**config.mk**
```make
export PLATFORM = sky130hd
export DESIGN_NAME = serial_operand_loader
export DESIGN_NICKNAME = d
export VERILOG_FILES = /design/src/rtl/serial_pkg.sv /design/src/rtl/piso_shift_reg.sv /design/src/rtl/serial_operand_loader.sv
export SDC_FILE = /design/constraint.sdc
export NUM_CORES = 1
export LEC_CHECK = 0
export CORE_MARGIN = 10
export CORE_UTILIZATION = 41
export CTS_CLUSTER_DIAMETER = 40
export CTS_CLUSTER_SIZE = 8
export DETAILED_ROUTE_END_ITERATION = 8
export MAX_ROUTING_LAYER = met4
export PLACE_DENSITY = 0.69
export SLEW_MARGIN = 20
export SYNTH_ARGS = -nofsm -noshare
export SYNTH_HDL_FRONTEND = slang
export SYNTH_HIERARCHICAL = 1
export SYNTH_SLANG_ARGS = --single-unit
```
**constraint.sdc**
```tcl
create_clock -name clk -period 2.5 [get_ports clk]
set_input_delay 0.75 -clock clk [delete_from_list [all_inputs] [get_ports clk]]
set_output_delay 0.75 -clock clk [all_outputs]
set_load 0.02 [all_outputs]
```
**src/rtl/serial_pkg.sv**
```systemverilog
// Shared constants for the serial operand loader: FSM encodings and default operand width.
package serial_pkg;
    localparam logic [1:0] ST_IDLE  = 2'd0;
    localparam logic [1:0] ST_CLEAR = 2'd1;
    localparam logic [1:0] ST_SHIFT = 2'd2;
    localparam logic [1:0] ST_DONE  = 2'd3;

    localparam int SERIAL_WIDTH = 4;
endpackage

```
**src/rtl/piso_shift_reg.sv**
```systemverilog
// Parallel-in serial-out shift register; emits LSB first, zero-filling from the top.
module piso_shift_reg #(
    parameter int WIDTH = 4
) (
    input  logic             clk,
    input  logic             reset,
    input  logic             load,
    input  logic             shift,
    input  logic [WIDTH-1:0] d,
    output logic             q_lsb
);
    logic [WIDTH-1:0] r_sr;

    always_ff @(posedge clk) begin
        if (reset) begin
            r_sr <= '0;
        end else if (load) begin
            r_sr <= d;
        end else if (shift) begin
            r_sr <= {1'b0, r_sr[WIDTH-1:1]};
        end
    end

    assign q_lsb = r_sr[0];
endmodule

```
**src/rtl/serial_operand_loader.sv**
```systemverilog
// Loads an operand pair, pulses the serial adder's clear, then streams both operands LSB-first.
// Optional sum capture into a parallel result is enabled by SERIAL_OPERAND_LOADER_CAPTURE_EN.
module serial_operand_loader
    import serial_pkg::*;
#(
    parameter int WIDTH = SERIAL_WIDTH
) (
    input  logic             clk,
    input  logic             reset,
    input  logic             load_valid,
    output logic             load_ready,
    input  logic [WIDTH-1:0] op_a,
    input  logic [WIDTH-1:0] op_b,
    output logic             adder_reset,
    output logic             a_bit,
    output logic             b_bit,
    output logic             bit_valid,
    output logic             last_bit,
    output logic             done
`ifdef SERIAL_OPERAND_LOADER_CAPTURE_EN
    ,
    input  logic             sum_bit,
    output logic [WIDTH-1:0] result
`endif
);
    localparam int              CW       = $clog2(WIDTH);
    localparam logic [CW-1:0]   LAST_CNT = CW'(WIDTH - 1);

    logic [1:0]       r_state;
    logic [1:0]       w_state_next;
    logic [CW-1:0]    r_cnt;
    logic             w_hs;
    logic             w_shift;
    logic             w_last;
    logic [WIDTH-1:0] w_op [2];
    logic [1:0]       w_q;

    assign w_shift = (r_state == ST_SHIFT);
    assign w_last  = w_shift && (r_cnt == LAST_CNT);
    assign w_hs    = load_valid && load_ready;

    assign w_op[0] = op_a;
    assign w_op[1] = op_b;

    generate
        for (genvar gi = 0; gi < 2; gi++) begin : g_piso
            piso_shift_reg #(.WIDTH(WIDTH)) u_piso (
                .clk   (clk),
                .reset (reset),
                .load  (w_hs),
                .shift (w_shift),
                .d     (w_op[gi]),
                .q_lsb (w_q[gi])
            );
        end
    endgenerate

    always_ff @(posedge clk) begin
        if (reset) begin
            r_state <= ST_IDLE;
        end else begin
            r_state <= w_state_next;
        end
    end

    // Counter holds at WIDTH-1 on the final bit so it never wraps mid-frame.
    always_ff @(posedge clk) begin
        if (reset || w_hs) begin
            r_cnt <= '0;
        end else if (w_shift && !w_last) begin
            r_cnt <= r_cnt + 1'b1;
        end
    end

    always_comb begin
        w_state_next = r_state;
        case (r_state)
            ST_IDLE:  if (load_valid) w_state_next = ST_CLEAR;
            ST_CLEAR: w_state_next = ST_SHIFT;
            ST_SHIFT: if (w_last) w_state_next = ST_DONE;
            ST_DONE:  w_state_next = ST_IDLE;
            default:  w_state_next = ST_IDLE;
        endcase
    end

    // Reset forces every output low immediately, not just after the next edge.
    always_comb begin
        load_ready  = 1'b0;
        adder_reset = 1'b0;
        a_bit       = 1'b0;
        b_bit       = 1'b0;
        bit_valid   = 1'b0;
        last_bit    = 1'b0;
        done        = 1'b0;
        case (r_state)
            ST_IDLE:  load_ready  = 1'b1;
            ST_CLEAR: adder_reset = 1'b1;
            ST_SHIFT: begin
                a_bit     = w_q[0];
                b_bit     = w_q[1];
                bit_valid = 1'b1;
                last_bit  = w_last;
            end
            ST_DONE:  done = 1'b1;
            default:  ;
        endcase
        if (reset) begin
            load_ready  = 1'b0;
            adder_reset = 1'b0;
            a_bit       = 1'b0;
            b_bit       = 1'b0;
            bit_valid   = 1'b0;
            last_bit    = 1'b0;
            done        = 1'b0;
        end
    end

`ifdef SERIAL_OPERAND_LOADER_CAPTURE_EN
    logic             r_sample;
    logic [WIDTH-1:0] r_result;

    // The adder's sum lags its inputs by one cycle, so sample one cycle after each live bit.
    always_ff @(posedge clk) begin
        if (reset) begin
            r_sample <= 1'b0;
            r_result <= '0;
        end else begin
            r_sample <= w_shift;
            if (r_sample) begin
                r_result <= {sum_bit, r_result[WIDTH-1:1]};
            end
        end
    end

    // During DONE the final sum bit is merged combinationally so result is valid alongside done.
    always_comb begin
        result = r_result;
        if (r_state == ST_DONE) begin
            result = {sum_bit, r_result[WIDTH-1:1]};
        end
        if (reset) begin
            result = '0;
        end
    end
`endif
endmodule

```
==> results.json <==
{
  "path_cells": "dlygate4sd2_1 -> buf_4 -> and3b_2 -> clkdlybuf4s15_1",
  "synth_mux_area_share_pct": 10.1,
  "avgRoutedWirePerCell_um": 11.9,
  "slowest_stage": "clkdlybuf4s15_1",
  "dp_slack_ps": -461,
  "clk_path_buf_depth": 2,
  "startpoint_type": "primary input",
  "grt_start_max_net_pins": 13,
  "cts_hold_buf": 0,
  "routed_wl_um": 1310,
  "cts_tree": "done",
  "switching_share_pct": 35.2,
  "cts_max_level": 1,
  "track_usage_pct": 8.02,
  "synth.ff_latch_count": 12,
  "final_antenna_net_count": 0,
  "crit_fanout": 4,
  "p_int_mw": 0.468,
  "utilization_pct": 60.0,
  "outcome": "completed",
  "dpl.hpwl_um": 1120,
  "holdCritPathClass": "reg -> reg",
  "rsz0062_at_grt": "no",
  "clk-insertion-delay-late_ps": 260,
  "synth_ff_type": "dfxtp_1",
  "power.density_mw_per_mm2": 772,
  "synth_compound_area_share_pct": 11.4,
  "critPathArrivalTime_ps": 1680,
  "synthSimpleGateAreaFrac_pct": 26.3,
  "final_area_um2": 936,
  "drc": 0,
  "drt_iter0_drc": 3,
  "crit_path_end_kind": "output pin",
  "cp_top_family": "buffers and inverters",
  "grt_pass1_wl_um": 2230,
  "synth_area_um2": 694,
  "dr.pass1.iters": 4,
  "p_comb_share_pct": 47.6,
  "core_mm2": 0.00156,
  "port-buffer-count": 17,
  "cts_buffers": 3,
  "min_period_ps": 2430,
  "drive_gt1_share_pct": 22.3,
  "synthAdderAreaFrac_pct": 12.6,
  "gp_congestion": 0.725,
  "root_buffer": "clkbuf_4",
  "antenna_cells": 0,
  "ys_seq_area_share_pct": 34.6,
  "antenna_found_initial": 0,
  "hold_viol": 0,
  "synth_top_family_by_area": "simple AND/OR/NAND/NOR gates",
  "fin_worst_skew_ps": 3.11,
  "placed_area_um2": 918,
  "syn_avg_cell_area_um2": 10.1,
  "min_path_cells": 2,
  "areaGrowthSynthToFinish_pct": 34.8,
  "max_stage_delay_ps": 290,
  "synth_common_cells": "dfxtp_1 (12), ha_1 (7), mux2i_1 (7), nor2b_1 (7), a211oi_1 (6)",
  "relSlewSlack_pct": 78.4,
  "final_nets": 114,
  "crit_cells": 4,
  "yosys.area.top_type": "dfxtp_1",
  "die_h_um": 61.2,
  "worst_pin_slew_ps": 324,
  "fillers": 151,
  "pwr-share-clk_pct": 15.7,
  "viasPerCell": 5.02,
  "clkTransAtPathRegs_ps": 70,
  "rows": 14,
  "yosys.area.top_type_share_pct": 34.6,
  "cts_setup_buffers": 0,
  "path_class": "in -> out",
  "drv_cap": 0,
  "fin_tns_setup_ps": 0,
  "die_x_um": 61.2,
  "ios": 18,
  "synth-xor-area-share_pct": 1.26,
  "syn_inst": 69,
  "start_util_pct": 44.5,
  "setup_ws_ps": 72.6,
  "synth_cell_type_count": 20,
  "yosys_warnings": 6,
  "grt_pass1_vias": 522,
  "async_reset_ff_share_pct": 0,
  "yosys-top-cells-area": "dfxtp_1 (35%), ha_1 (13%), mux2i_1 (10%)",
  "critPathRequiredTime_ps": 1750,
  "seqPwrFrac_pct": 36.7,
  "irDropWorstVdd_v": 0.000354,
  "max_clock_freq_mhz": 412,
  "die_area_mm2": 0.00374,
  "fin_crit_sh_pct": 97.1,
  "p_sw_mw": 0.254,
  "crit_buf_inv": 3,
  "slew_viol_final": 0,
  "clock_sinks": 12,
  "p_leak_nw": 0.391,
  "setup_viol": 0,
  "reg2reg_depth": 6,
  "synth.most_common_cell": "dfxtp_1",
  "synth_edf_count": 0,
  "overflow": 0,
  "via_count": 552,
  "syn_nets": 87
}
[power by group through the flow]
stage	Sequential [mW]	Combinational [mW]	Clock (mW)
floorplan	0.263	0.247	0
global placement	0.269	0.352	0
detailed placement	0.270	0.358	0
CTS	0.266	0.350	0.119
global route	0.270	0.384	0.128
finish	0.265	0.344	0.114
[through the flow]
step                      power [mW]  hold slack [ps]  std cells
final                          0.722              517        110
after global routing           0.782              565        110
after CTS                      0.735              521        110
after detailed placement       0.628              504        107
after global placement         0.621              497        107
after floorplan                0.509              465         69
[kinds of logic (layout without fill, tap and decap cells)]
family,after synthesis,count (layout)
xor gates and xnor gates,1,1
and+or+nand+nor,26,26
DFF,12,12
AOI/OAI and AO/OA,11,11
muxes,7,7
buffers and inverters,5,30
adders and majority gates,7,7
[tightest hold or removal path, delay by kind of cell (launching register included)]
kind             cells  cell delay (ps)
AND/OR/NAND/NOR      1               80
multiplexers         1               70
flip-flops           1              330
[registers in the layout, summed over array words and instances (netlist names)]
register,count
g_piso.u_piso/r_sr,8
r_cnt,2
r_state,2
[routing by layer]
metal | part of all wire, % | track usage [%] | up-vias | routed length, um
li1 | - | - | 291 | -
met1 | 48 | 10.2 | 249 | 629
met2 | 46 | 11.2 | 10 | 606
met3 | 4.9 | 2.26 | 2 | 64
met4 | 0.69 | 3.91 | 0 | 9
met5 | 0 | - | - | 0
[cells in the final DEF (no fill, tap or decap), drive strengths merged]
cell	instances
buf	6
nor2	4
a21oi	2
nor2b	8
clkdlybuf4s15	4
and3b	2
and2b	4
inv	4
or4	1
ha	7
clkbuf	4
mux2i	7
or3b	2
xnor2	1
a21o	1
clkdlybuf4s50	9
a211oi	6
nand2	2
dfxtp	12
and2	2
o31ai	2
dlygate4sd2	3
or4b	1
[what timing repair did]
action / CTS / global route
setup endpoints to repair: 7 / 1
gates resized for setup: 16 / 1
gates cloned: 0 / 0
[cell type report]
class / count / area (um2) / area share, %
tap: 16 / 20.0 / 2.14
inverter: 4 / 15.0 / 1.60
sequential: 12 / 240 / 25.7
clock buffer: 3 / 22.5 / 2.41
multi-input combinational: 52 / 428 / 45.7
timing repair buffer: 23 / 210 / 22.5
[worst paths after layout]
check	slack [ps]	from	endpoint
setup / recovery	70	reset	b_bit
hold / removal	520	r_cnt[1]	r_cnt[1]
setup reg to reg	710	r_state[0]	g_piso[0].u_piso/r_sr[3]
hold reg to reg	520	r_cnt[1]	r_cnt[1]
(Power assumes the default switching activity.)
